===== config.mk =====
export PLATFORM = sky130hd
export DESIGN_NAME = hex_result_display_flat
export DESIGN_NICKNAME = d
export VERILOG_FILES = /design/src/rtl/hex_result_display_if.sv /design/src/rtl/hex_result_display.sv /design/src/flat_wrapper.sv
export SDC_FILE = /design/constraint.sdc
export NUM_CORES = 1
export LEC_CHECK = 0
export BUFFER_PORTS_ARGS = -buffer_cell sky130_fd_sc_hd__buf_2
export CAP_MARGIN = 20
export CORE_MARGIN = 2
export CORE_UTILIZATION = 40
export CTS_CLUSTER_DIAMETER = 100
export DETAILED_ROUTE_END_ITERATION = 10
export MAX_ROUTING_LAYER = met4
export SKIP_CTS_REPAIR_TIMING = 1
export SYNTH_ARGS = -nofsm -noshare
export SYNTH_HDL_FRONTEND = slang
export SYNTH_SLANG_ARGS = --single-unit

===== constraint.sdc =====
create_clock -name CLK -period 5.5 [get_ports CLK]
set_input_delay 1.1 -clock CLK [delete_from_list [all_inputs] [get_ports CLK]]
set_output_delay 1.1 -clock CLK [all_outputs]
set_load 0.02 [all_outputs]

===== src/rtl/hex_result_display_if.sv =====
// Bus between the RISC-V core and the result display stage: the core's
// result/instruction buses in, four seven-segment digits and status out.
interface hex_result_display_if;
  logic [31:0] result_i;
  logic [31:0] instruction_i;
  logic [6:0]  HEX0_D;
  logic [6:0]  HEX1_D;
  logic [6:0]  HEX2_D;
  logic [6:0]  HEX3_D;
  logic        halted_o;
  logic        page_o;

  // Core side: drives the buses, observes the display.
  modport master (
    output result_i, instruction_i,
    input  HEX0_D, HEX1_D, HEX2_D, HEX3_D, halted_o, page_o
  );

  // Display side: consumes the buses, drives digits and status.
  modport slave (
    input  result_i, instruction_i,
    output HEX0_D, HEX1_D, HEX2_D, HEX3_D, halted_o, page_o
  );
endinterface


===== src/rtl/hex_result_display.sv =====
// Result display stage. Shows the live low half-word of the core result
// while running; once the halt word is fetched it freezes a snapshot and
// pages between its low and high half-words until reset.
module hex_result_display #(
  parameter int          PAGE_CYCLES = 25_000_000,
  parameter logic [31:0] HALT_WORD   = 32'hFFFF_FFFF
) (
  input  logic                 CLK,
  input  logic                 RST,
  hex_result_display_if.slave  bus
);

  localparam int TW = (PAGE_CYCLES > 1) ? $clog2(PAGE_CYCLES) : 1;
  localparam logic [TW-1:0] TIMER_LAST = TW'(PAGE_CYCLES - 1);

  typedef enum logic [1:0] {
    RUN     = 2'd0,
    SHOW_LO = 2'd1,
    SHOW_HI = 2'd2
  } state_e;

  state_e          state_q, state_d;
  logic [TW-1:0]   timer_q, timer_d;
  logic [31:0]     snap_q,  snap_d;
  logic [15:0]     shown_d;
  logic [27:0]     hex_q,   hex_d;
  logic            halted_q, halted_d;
  logic            page_q,   page_d;

  // Active-low {g,f,e,d,c,b,a} pattern for one hex nibble.
  function automatic logic [6:0] seg7(input logic [3:0] nib);
    logic [6:0] s;
    case (nib)
      4'h0: s = 7'b1000000;
      4'h1: s = 7'b1111001;
      4'h2: s = 7'b0100100;
      4'h3: s = 7'b0110000;
      4'h4: s = 7'b0011001;
      4'h5: s = 7'b0010010;
      4'h6: s = 7'b0000010;
      4'h7: s = 7'b1111000;
      4'h8: s = 7'b0000000;
      4'h9: s = 7'b0010000;
      4'hA: s = 7'b0001000;
      4'hB: s = 7'b0000011;
      4'hC: s = 7'b1000110;
      4'hD: s = 7'b0100001;
      4'hE: s = 7'b0000110;
      default: s = 7'b0001110;
    endcase
    return s;
  endfunction

  // Next state, page timer and snapshot capture.
  always_comb begin
    // NOTE: every signal gets a default before the case so no path leaves it unassigned (no latch).
    state_d = state_q;
    timer_d = timer_q;
    snap_d  = snap_q;
    case (state_q)
      RUN: begin
        if (bus.instruction_i == HALT_WORD) begin
          snap_d  = bus.result_i;
          timer_d = '0;
          state_d = SHOW_LO;
        end
      end
      SHOW_LO: begin
        if (timer_q == TIMER_LAST) begin
          timer_d = '0;
          state_d = SHOW_HI;
        end else begin
          timer_d = timer_q + 1'b1;
        end
      end
      SHOW_HI: begin
        if (timer_q == TIMER_LAST) begin
          timer_d = '0;
          state_d = SHOW_LO;
        end else begin
          timer_d = timer_q + 1'b1;
        end
      end
      default: begin
        timer_d = '0;
        state_d = RUN;
      end
    endcase
  end

  // Output values for the coming state, so the digits and status flip on
  // the same edge as the state itself.
  always_comb begin
    shown_d  = bus.result_i[15:0];
    halted_d = 1'b0;
    page_d   = 1'b0;
    case (state_d)
      SHOW_LO: begin
        shown_d  = snap_d[15:0];
        halted_d = 1'b1;
      end
      SHOW_HI: begin
        shown_d  = snap_d[31:16];
        halted_d = 1'b1;
        page_d   = 1'b1;
      end
      default: ;
    endcase
    hex_d = {seg7(shown_d[15:12]), seg7(shown_d[11:8]),
             seg7(shown_d[7:4]),   seg7(shown_d[3:0])};
  end

  // State, snapshot and registered outputs; reset blanks the digits.
  always_ff @(posedge CLK) begin
    // NOTE: non-blocking assignments so every register samples pre-edge values.
    if (RST) begin
      state_q  <= RUN;
      timer_q  <= '0;
      snap_q   <= '0;
      hex_q    <= {4{7'h7F}};
      halted_q <= 1'b0;
      page_q   <= 1'b0;
    end else begin
      state_q  <= state_d;
      timer_q  <= timer_d;
      snap_q   <= snap_d;
      hex_q    <= hex_d;
      halted_q <= halted_d;
      page_q   <= page_d;
    end
  end

  assign bus.HEX0_D   = hex_q[6:0];
  assign bus.HEX1_D   = hex_q[13:7];
  assign bus.HEX2_D   = hex_q[20:14];
  assign bus.HEX3_D   = hex_q[27:21];
  assign bus.halted_o = halted_q;
  assign bus.page_o   = page_q;

endmodule


===== src/flat_wrapper.sv =====
// flat-port wrapper written by rule: the top's interface ports become plain ports
module hex_result_display_flat 
#(
  parameter int          PAGE_CYCLES = 25_000_000,
  parameter logic [31:0] HALT_WORD   = 32'hFFFF_FFFF
)
  (CLK, RST, bus_result_i, bus_instruction_i, bus_HEX0_D, bus_HEX1_D, bus_HEX2_D, bus_HEX3_D, bus_halted_o, bus_page_o);
  hex_result_display_if bus_i ();
  input  logic CLK;
  input  logic RST;
  input wire logic [$bits(bus_i.result_i)-1:0] bus_result_i;
  input wire logic [$bits(bus_i.instruction_i)-1:0] bus_instruction_i;
  output wire logic [$bits(bus_i.HEX0_D)-1:0] bus_HEX0_D;
  output wire logic [$bits(bus_i.HEX1_D)-1:0] bus_HEX1_D;
  output wire logic [$bits(bus_i.HEX2_D)-1:0] bus_HEX2_D;
  output wire logic [$bits(bus_i.HEX3_D)-1:0] bus_HEX3_D;
  output wire logic [$bits(bus_i.halted_o)-1:0] bus_halted_o;
  output wire logic [$bits(bus_i.page_o)-1:0] bus_page_o;
  assign bus_i.result_i = bus_result_i;
  assign bus_i.instruction_i = bus_instruction_i;
  assign bus_HEX0_D = bus_i.HEX0_D;
  assign bus_HEX1_D = bus_i.HEX1_D;
  assign bus_HEX2_D = bus_i.HEX2_D;
  assign bus_HEX3_D = bus_i.HEX3_D;
  assign bus_halted_o = bus_i.halted_o;
  assign bus_page_o = bus_i.page_o;
  hex_result_display #(.PAGE_CYCLES(PAGE_CYCLES), .HALT_WORD(HALT_WORD)) u_core (.CLK(CLK), .RST(RST), .bus(bus_i));
endmodule

# Word level (Yosys, flattened, before mapping)
# Memories as Yosys holds them, arrays and structs flattened. A register that Yosys moved wholly into a read port is not among the register bits.
# Index checks and enable logic that the tools add are counted.
# totals
reg_bits	61
romBits	448
output_inout_bits	30
elab_cells	32
memories	4
# mem_list
memory	depth	width	rd	rd_ports_with_merged_regs	wr	line_no	rtl
(no name shown)	16	7	1	1	0	hex_result_display.sv:33	case (nib)
(no name shown)	16	7	1	1	0	hex_result_display.sv:33	
(no name shown)	16	7	1	1	0	hex_result_display.sv:33	
(no name shown)	16	7	1	1	0	hex_result_display.sv:33	
# classes
n_addsub	1
eq_ne	7
mux	12
reduce_logical	3
# ops
op	count
$mux 32	2
$mux 25	2
$pmux 25 s2	1
$eq 32x32->1 const B	1
$pmux 16 s2	1
$add 25x1->25 const B	1
$eq 25x25->1 const B	1
$mux 2	3
$pmux 2 s3	1
$eq 2x1->1 const B	2
$eq 2x2->1 const B	2
$reduce_or 2->1	2
$logic_not 2->1	1
$mux 1	2
$ne 2x1->1 const B	1

# Depth between registers and ports, before layout
# Gate-level depths: netlist of the first run.
# depth
ltp_word	6
mapped_depth	20
depth_no_buf	18

# Worst setup path before layout of the first run
# Ideal clock, no wire load.
# synth_path
path_type	input -> register
startpoint	in bus_instruction_i[10]
endpoint	reg u_core.hex_q[17]
t_arrival_ps	4581
t_required_ps	5353
setup_slack_ps	772
stages	18
cell_sequence	nand4_1 -> nor4_4 -> clkbuf_8 -> a21oi_2 -> a21o_1 -> nand2_1 -> a21o_1 -> inv_1 -> ha_1 -> clkbuf_8 -> a311oi_2 -> a22oi_1 -> o21ai_1 -> inv_1 -> ha_1 -> and3_1 -> nor4_1 -> a41oi_1
# synth_between
elab_chain_cells	5
# synth_lines
item	line_no	rtl
start: declaration	flat_wrapper.sv:12	input wire logic [$bits(bus_i.instruction_i)-1:0] bus_instruction_i;
$eq 32x32->1 (*)	hex_result_display.sv:62	if (bus.instruction_i == HALT_WORD) begin
$mux 2 (*)	hex_result_display.sv:62	
$pmux 2 s3 (*)	hex_result_display.sv:60	case (state_q)
via u_core.state_d[1]	hex_result_display.sv:22	state_e state_q, state_d;
$eq 2x2->1 or $eq 2x1->1 (tied branches)	hex_result_display.sv:97	case (state_d)
$pmux 16 s2 (*)	hex_result_display.sv:97	
end: declaration	hex_result_display.sv:26	logic [27:0] hex_q, hex_d;
# Mark *: on every way through the listed nets, which the timed path passes. The rest lies on a longest branch.
# A chain may end at the register's enable or synchronous reset.

# Worst setup path after layout of the first run
# layout_path
startpoint	in bus_instruction_i[27]
endpoint	reg u_core.hex_q[19]
# The elaborated chain is that of the path after synthesis.

==> out/results.tsv, run 1 <==
stage	metric	value	unit
critical_path	WS Path Type	in -> reg	
clock_network	CTS Sinks	89	
yosys	count leader, synth	dfxtp_1	
critical_path	RR Startpoint	u_core.state_q[1]	
critical_path	Startpoint Class	primary input	
critical_path	CP endpoint kind	register	
yosys	Syn Area/Cell	9.04	sq um
pwr	Sw Share	0.243	
status	status	complete, no violations	
final_layout	final core occ	0.472	
yosys	share of the synthesized area in the top cell type	0.351	
critical_path	R2R Path End	u_core.hex_q[10]	
sta	f_max	0.228	GHz
yosys	post-synthesis mux area share	0.0397	
floorplanning	Initial Util	0.405	
final_layout	design area	0.00590	sq mm
critical_path	R2R depth	19	
sta	Slew Limit Fails	0	
yosys	main combinational cell family by area after synthesis	simple AND/OR/NAND/NOR gates	
global_routing	first-pass GRT wire length	20200	um
pwr	Pleak	2.39	nW
pwr	total power	0.00144	W
clock_network	clk_lat worst skew	0.33	ns
global_routing	Total GRT Usage	0.193	
global_routing	grt total ovfl	0	
flow_run	number of max-cap violations	0	
final_layout	share of cells above drive strength 1	0.237	
clock_network	CTS Root Cell	clkbuf_16	
critical_path	WP depth	18	
yosys	Seq/Total Area, Yosys	0.351	
yosys	area leader, netlist	dfxtp_1	
sta	final-report hold violation count	0	
sta	final setup fails	0	
global_routing	antenna violations before repair	0	
clock_network	Clk pin slew, worst setup/hold paths	0.06	ns
final_layout	Area Growth Syn to Fin	16.4	%
route	routed vias/inst	5.49	
critical_path	Slowest cell on crit path	nor4_4	
critical_path	Largest stage delay, worst path	0.36	ns
route	DR iter-0 viols	269	
sta	Clock Skews	0.00827	ns
route	DRT Pass-1 Iters	5	
floorplanning	die span in x	117	um
critical_path	Worst Setup SP	bus_instruction_i[27]	
clock_network	CTS max path bufs	2	
sta	Tmin final	4.38	ns
yosys	Synth Area in Adders	0.0765	
critical_path	crit-path max FO	9	
pwr	Flop pwr share	0.462	
critical_path	Critical Path, Cell by Cell	buf_2 -> nand4_1 -> nor4_4 -> a21oi_2 -> a21o_1 -> nand2_1 -> a21o_1 -> inv_1 -> ha_1 -> buf_4 -> nand2b_1 -> buf_4 -> o211a_1 -> inv_2 -> ha_1 -> o21ai_0 -> o21ai_0 -> a221o_1	
clock_network	depth of the CTS H-tree	3	
sta	final worst path period share	0.797	
placement	dpl hpwl	9250	um
pwr	Pint	0.00109	W
global_routing	vias in the first global route	4224	
floorplanning	IO Count	96	
route	routed via count	4538	
yosys	synthesized net count	658	
route	Remaining DRCs	0	
route	Routed WL	12600	um
sta	RSZ-0062 raised after global routing	false	
clock_network	CTS tree	built	
sta	Worst Max-Slew Pin Slew	0.800	ns
yosys	Synth Flop Type	dfxtp_1	
pwr	clock network fraction of total power	0.419	
critical_path	worst path bufs/invs	5	
sta	Slew headroom	0.465	
yosys	Cells after Synth	561	
yosys	commonest cells in the netlist	dfxtp_1, nand2_1, nor2_1	
yosys	top post-synthesis cells by area	dfxtp_1, ha_1, nand2_1	
critical_path	Critical Path Sink	u_core.hex_q[19]	
pwr	VDD IR max	119	uV
hold_path	worst min-delay path category	reg -> reg	
global_routing	largest net degree at the start of global routing	69	
pwr	power density over cell area	244	mW/mm^2
sta	Hold WS	0.458	ns
floorplanning	Die ar.	0.0136	sq mm
route	Routed wire per std cell	15.2	um
pwr	Logic pwr share	0.119	
sta	TNS Setup	0	ns
pwr	NetSw	0.000350	W
yosys	Mapped Area	0.00507	sq mm
route	Final ANT Viol Nets	0	
floorplanning	die height	117	um
critical_path	Worst R2R Setup Slack	1.14	ns
yosys	Netlist cell types	74	
critical_path	Worst path top cell family by delay	compound AO/OA/AOI/OAI gates	
yosys	Yosys reg bits	89	
placement	# port buffers	95	
yosys	Synth Area in Simple Gates	0.217	
yosys	Syn. warnings	0	
critical_path	worst endpoint data arrival time	4.61	ns
placement	Post-DP Area	0.00561	sq mm
yosys	fraction of registers with async set/reset	0	
clock_network	CTS buffer count	9	
yosys	Synth Area in XOR/XNOR	0.0415	
floorplanning	Core Rows	41	
floorplanning	total core area	0.0125	sq mm
critical_path	CP required	5.72	ns
placement	Placer Congestion	0.846	
yosys	Post-synth EDFFs	0	
yosys	Compound-Gate Fraction of Synth Area	0.205	
final_layout	Ant. Diodes	0	
final_layout	Nets	747	
[metrics by stage]
step | cells | setup slack [ns]
after global placement | 811 | 0.930
after global routing | 827 | 0.764
after CTS | 827 | 1.13
after detailed placement | 811 | 0.791
final | 827 | 1.12
after floorplan | 561 | 0.772
[layout make-up]
| type | instances | area, sq um |
|---|---|---|
| Timing Repair Buffer | 109 | 581 |
| Inverter | 26 | 97.6 |
| Fill cell | 1219 | 6610 |
| Clock buffer | 13 | 250 |
| Sequential cell | 89 | 1780 |
| Multi-Input combinational cell | 415 | 2940 |
| Tap cell | 172 | 215 |
| Clock inverter | 3 | 40.0 |
[cell usage in the layout (no fill, tap or decap), types with 8 or more instances in the layout]
| cell | instances |
|---|---|
| mux2i_1 | 19 |
| nor4_1 | 17 |
| buf_4 | 14 |
| and3_1 | 12 |
| nand2_1 | 61 |
| xnor2_1 | 8 |
| nand4_1 | 19 |
| xor2_1 | 16 |
| o21a_1 | 9 |
| ha_1 | 31 |
| dfxtp_1 | 89 |
| o21ai_0 | 10 |
| a221o_1 | 9 |
| clkbuf_16 | 9 |
| buf_2 | 95 |
| a21oi_1 | 33 |
| nor2_1 | 56 |
| nand3_1 | 19 |
| inv_1 | 23 |
[worst min-delay path, cell delays in order (launching register included)]
cell and delay (ns):
dfxtp_1 0.31, nand2_1 0.05, a21oi_1 0.05
[cells by family (layout without fill, tap and decap cells)]
family / Yosys count / in the layout
and+or+nand+nor: 212 / 212
xor gates and xnor gates: 24 / 24
muxes: 20 / 20
adders and majority gates: 31 / 31
buffers and inverters: 57 / 151
DFF: 89 / 89
AOI/OAI and AO/OA: 128 / 128
[sequential cells by signal, indices dropped and copies added, names as in the netlist]
signal               cells
u_core.state_q           2
u_core.bus.halted_o      1
u_core.bus.page_o        1
u_core.hex_q            28
u_core.timer_q          25
u_core.snap_q           32
[metal layers]
metal | global-route usage | up-vias | share of wire
met5 | - | - | 0
met4 | 0.0635 | 0 | 0.016
li1 | - | 2214 | -
met3 | 0.0363 | 15 | 0.072
met1 | 0.260 | 2136 | 0.47
met2 | 0.295 | 173 | 0.44
[worst min-delay path by stage]
stage,start,to,depth (start not counted)
finish,u_core.snap_q[4],u_core.snap_q[4],2
global route,u_core.snap_q[15],u_core.snap_q[15],2
CTS,u_core.snap_q[15],u_core.snap_q[15],2
detailed placement,u_core.snap_q[15],u_core.snap_q[15],2
global placement,u_core.snap_q[9],u_core.snap_q[9],2
floorplan,u_core.snap_q[23],u_core.snap_q[23],2
[power by group through the flow]
stage / Combinational (W) / Sequential, W / Clock [W]
after floorplan: 0.0000850 / 0.000705 / 0
after global placement: 0.000168 / 0.000681 / 0
after detailed placement: 0.000170 / 0.000682 / 0
after CTS: 0.000170 / 0.000667 / 0.000619
after global routing: 0.000188 / 0.000668 / 0.000643
final: 0.000171 / 0.000667 / 0.000605
(Power assumes the default switching activity.)
==> inputs of run 2 (changes only) <==
- clock period: 5.5 -> 3.7 ns (I/O delays scaled with it)
==> out/results.tsv, run 2 (synthesized netlist as in run 1, its figures left out) <==
stage	metric	value	unit
pwr	Logic pwr share	0.145	
route	Remaining DRCs	0	
sta	Worst Max-Slew Pin Slew	0.758	ns
global_routing	antenna violations before repair	0	
final_layout	Ant. Diodes	0	
floorplanning	Die ar.	0.0136	sq mm
critical_path	WS Path Type	reg -> reg	
final_layout	Area Growth Syn to Fin	36.5	%
clock_network	CTS tree	built	
critical_path	worst endpoint data arrival time	3.85	ns
floorplanning	IO Count	96	
route	Routed WL	13300	um
pwr	Pint	0.00168	W
clock_network	CTS Root Cell	clkbuf_16	
floorplanning	die span in x	117	um
critical_path	Largest stage delay, worst path	0.39	ns
clock_network	clk_lat worst skew	0.34	ns
pwr	NetSw	0.000582	W
sta	Clock Skews	0.00671	ns
sta	TNS Setup	0	ns
sta	final setup fails	0	
placement	Placer Congestion	0.877	
critical_path	Slowest cell on crit path	or3_4	
final_layout	Nets	817	
global_routing	grt total ovfl	0	
critical_path	CP required	3.93	ns
pwr	VDD IR max	227	uV
final_layout	share of cells above drive strength 1	0.399	
critical_path	worst path bufs/invs	2	
floorplanning	total core area	0.0125	sq mm
floorplanning	Core Rows	41	
pwr	Flop pwr share	0.439	
sta	Tmin final	3.62	ns
placement	Inst Count DP	879	
floorplanning	Initial Util	0.405	
sta	Slew headroom	0.495	
pwr	Sw Share	0.257	
global_routing	largest net degree at the start of global routing	69	
route	Final ANT Viol Nets	0	
sta	Slew Limit Fails	0	
sta	f_max	0.276	GHz
clock_network	Clk pin slew, worst setup/hold paths	0.07	ns
final_layout	leading cell types in the layout, fill and taps excluded	buf_2, dfxtp_1, buf_4	
route	DRT Pass-1 Iters	5	
placement	Placement Setup Slack	-0.277	ns
route	Routed wire per std cell	14.9	um
critical_path	Critical Path, Cell by Cell	nor4_4 -> nand4_1 -> or3_4 -> a21o_1 -> nand2_1 -> a21o_1 -> inv_1 -> ha_4 -> nor2b_1 -> buf_4 -> and3_1 -> nand3_1 -> and3_1 -> nand2_1 -> o21ai_1 -> a221o_1	
floorplanning	die height	117	um
sta	Hold WS	0.455	ns
route	routed vias/inst	5.28	
sta	final-report hold violation count	0	
placement	# port buffers	95	
final_layout	Largest register FFs	32	
hold_path	worst min-delay path category	reg -> reg	
clock_network	CTS max path bufs	2	
status	status	complete, no violations	
clock_network	CTS Sinks	89	
route	DR iter-0 viols	233	
flow_run	number of max-cap violations	0	
pwr	power density over cell area	326	mW/mm^2
sta	final worst path period share	0.979	
global_routing	Total GRT Usage	0.209	
critical_path	crit-path max FO	6	
critical_path	Startpoint Class	register	
sta	PnR worst setup slack	0.0783	ns
clock_network	CTS buffer count	9	
final_layout	registers with the most flip-flops	u_core.snap_q: 32 flops, u_core.hex_q: 28 flops, u_core.timer_q: 25 flops	
final_layout	most common cell after layout, fill and taps aside	buf_2	
critical_path	Worst path top cell family by delay	simple AND/OR/NAND/NOR gates	
global_routing	vias in the first global route	4577	
critical_path	CP endpoint kind	register	
placement	dpl hpwl	9840	um
pwr	Pleak	2.77	nW
global_routing	first-pass GRT wire length	21900	um
route	routed via count	4734	
final_layout	final cell count without fillers	897	
final_layout	Largest Register	u_core.snap_q	
pwr	clock network fraction of total power	0.416	
clock_network	depth of the CTS H-tree	3	
[run 2: cell count changes in the layout (fill, tap and decap cells not counted), sizes merged]
cell,change
clkinv,+2
buf,+70
inv,+1
clkbuf,-3
[run 2: worst paths after layout]
kind	endpoint	slack, ns	cells after the start	startpoint
setup / recovery	u_core.hex_q[19]	0.08	16	u_core.timer_q[9]
hold / removal	u_core.snap_q[3]	0.46	2	u_core.snap_q[3]
setup reg to reg	u_core.hex_q[19]	0.08	16	u_core.timer_q[9]
hold reg to reg	u_core.snap_q[3]	0.46	2	u_core.snap_q[3]
[run 2: area by class of cell]
| type | count | area [sq um] |
|---|---|---|
| clock inverters | 6 | 66.3 |
| inverters | 26 | 105 |
| fillers | 1170 | 5590 |
| repair buffers | 179 | 1170 |
| multi-input cells | 415 | 3350 |
| well taps | 172 | 215 |
| flip-flops and latches | 89 | 1780 |
| clock buffers | 10 | 239 |
[run 2: through the flow]
stage,cell area [sq um],utilization,power [W]
final,6920,0.553,0.00226
after global routing,6920,0.553,0.00235
after CTS,6780,0.542,0.00228
after detailed placement,6470,0.517,0.00133
after global placement,6470,0.517,0.00133
after floorplan,5390,-,0.00120
[run 2: worst min-delay path, stage by stage (launching register included)]
cell	delay [ns]
dfxtp_1	0.31
nand2_1	0.05
a21oi_1	0.05
[run 2: power groups by stage]
stage	clock [W]	sequential [W]	combinational [W]
floorplan	0	0.00105	0.000153
global placement	0	0.00101	0.000318
detailed placement	0	0.00101	0.000321
CTS	0.000965	0.000991	0.000324
global route	0.00100	0.000993	0.000357
finish	0.000940	0.000991	0.000328
[run 2: layer usage]
metal	share of wire	global-route usage	up-vias
met4	0.013	0.0620	0
met5	0	-	-
met2	0.50	0.347	112
li1	-	-	2357
met1	0.44	0.256	2254
met3	0.045	0.0441	11
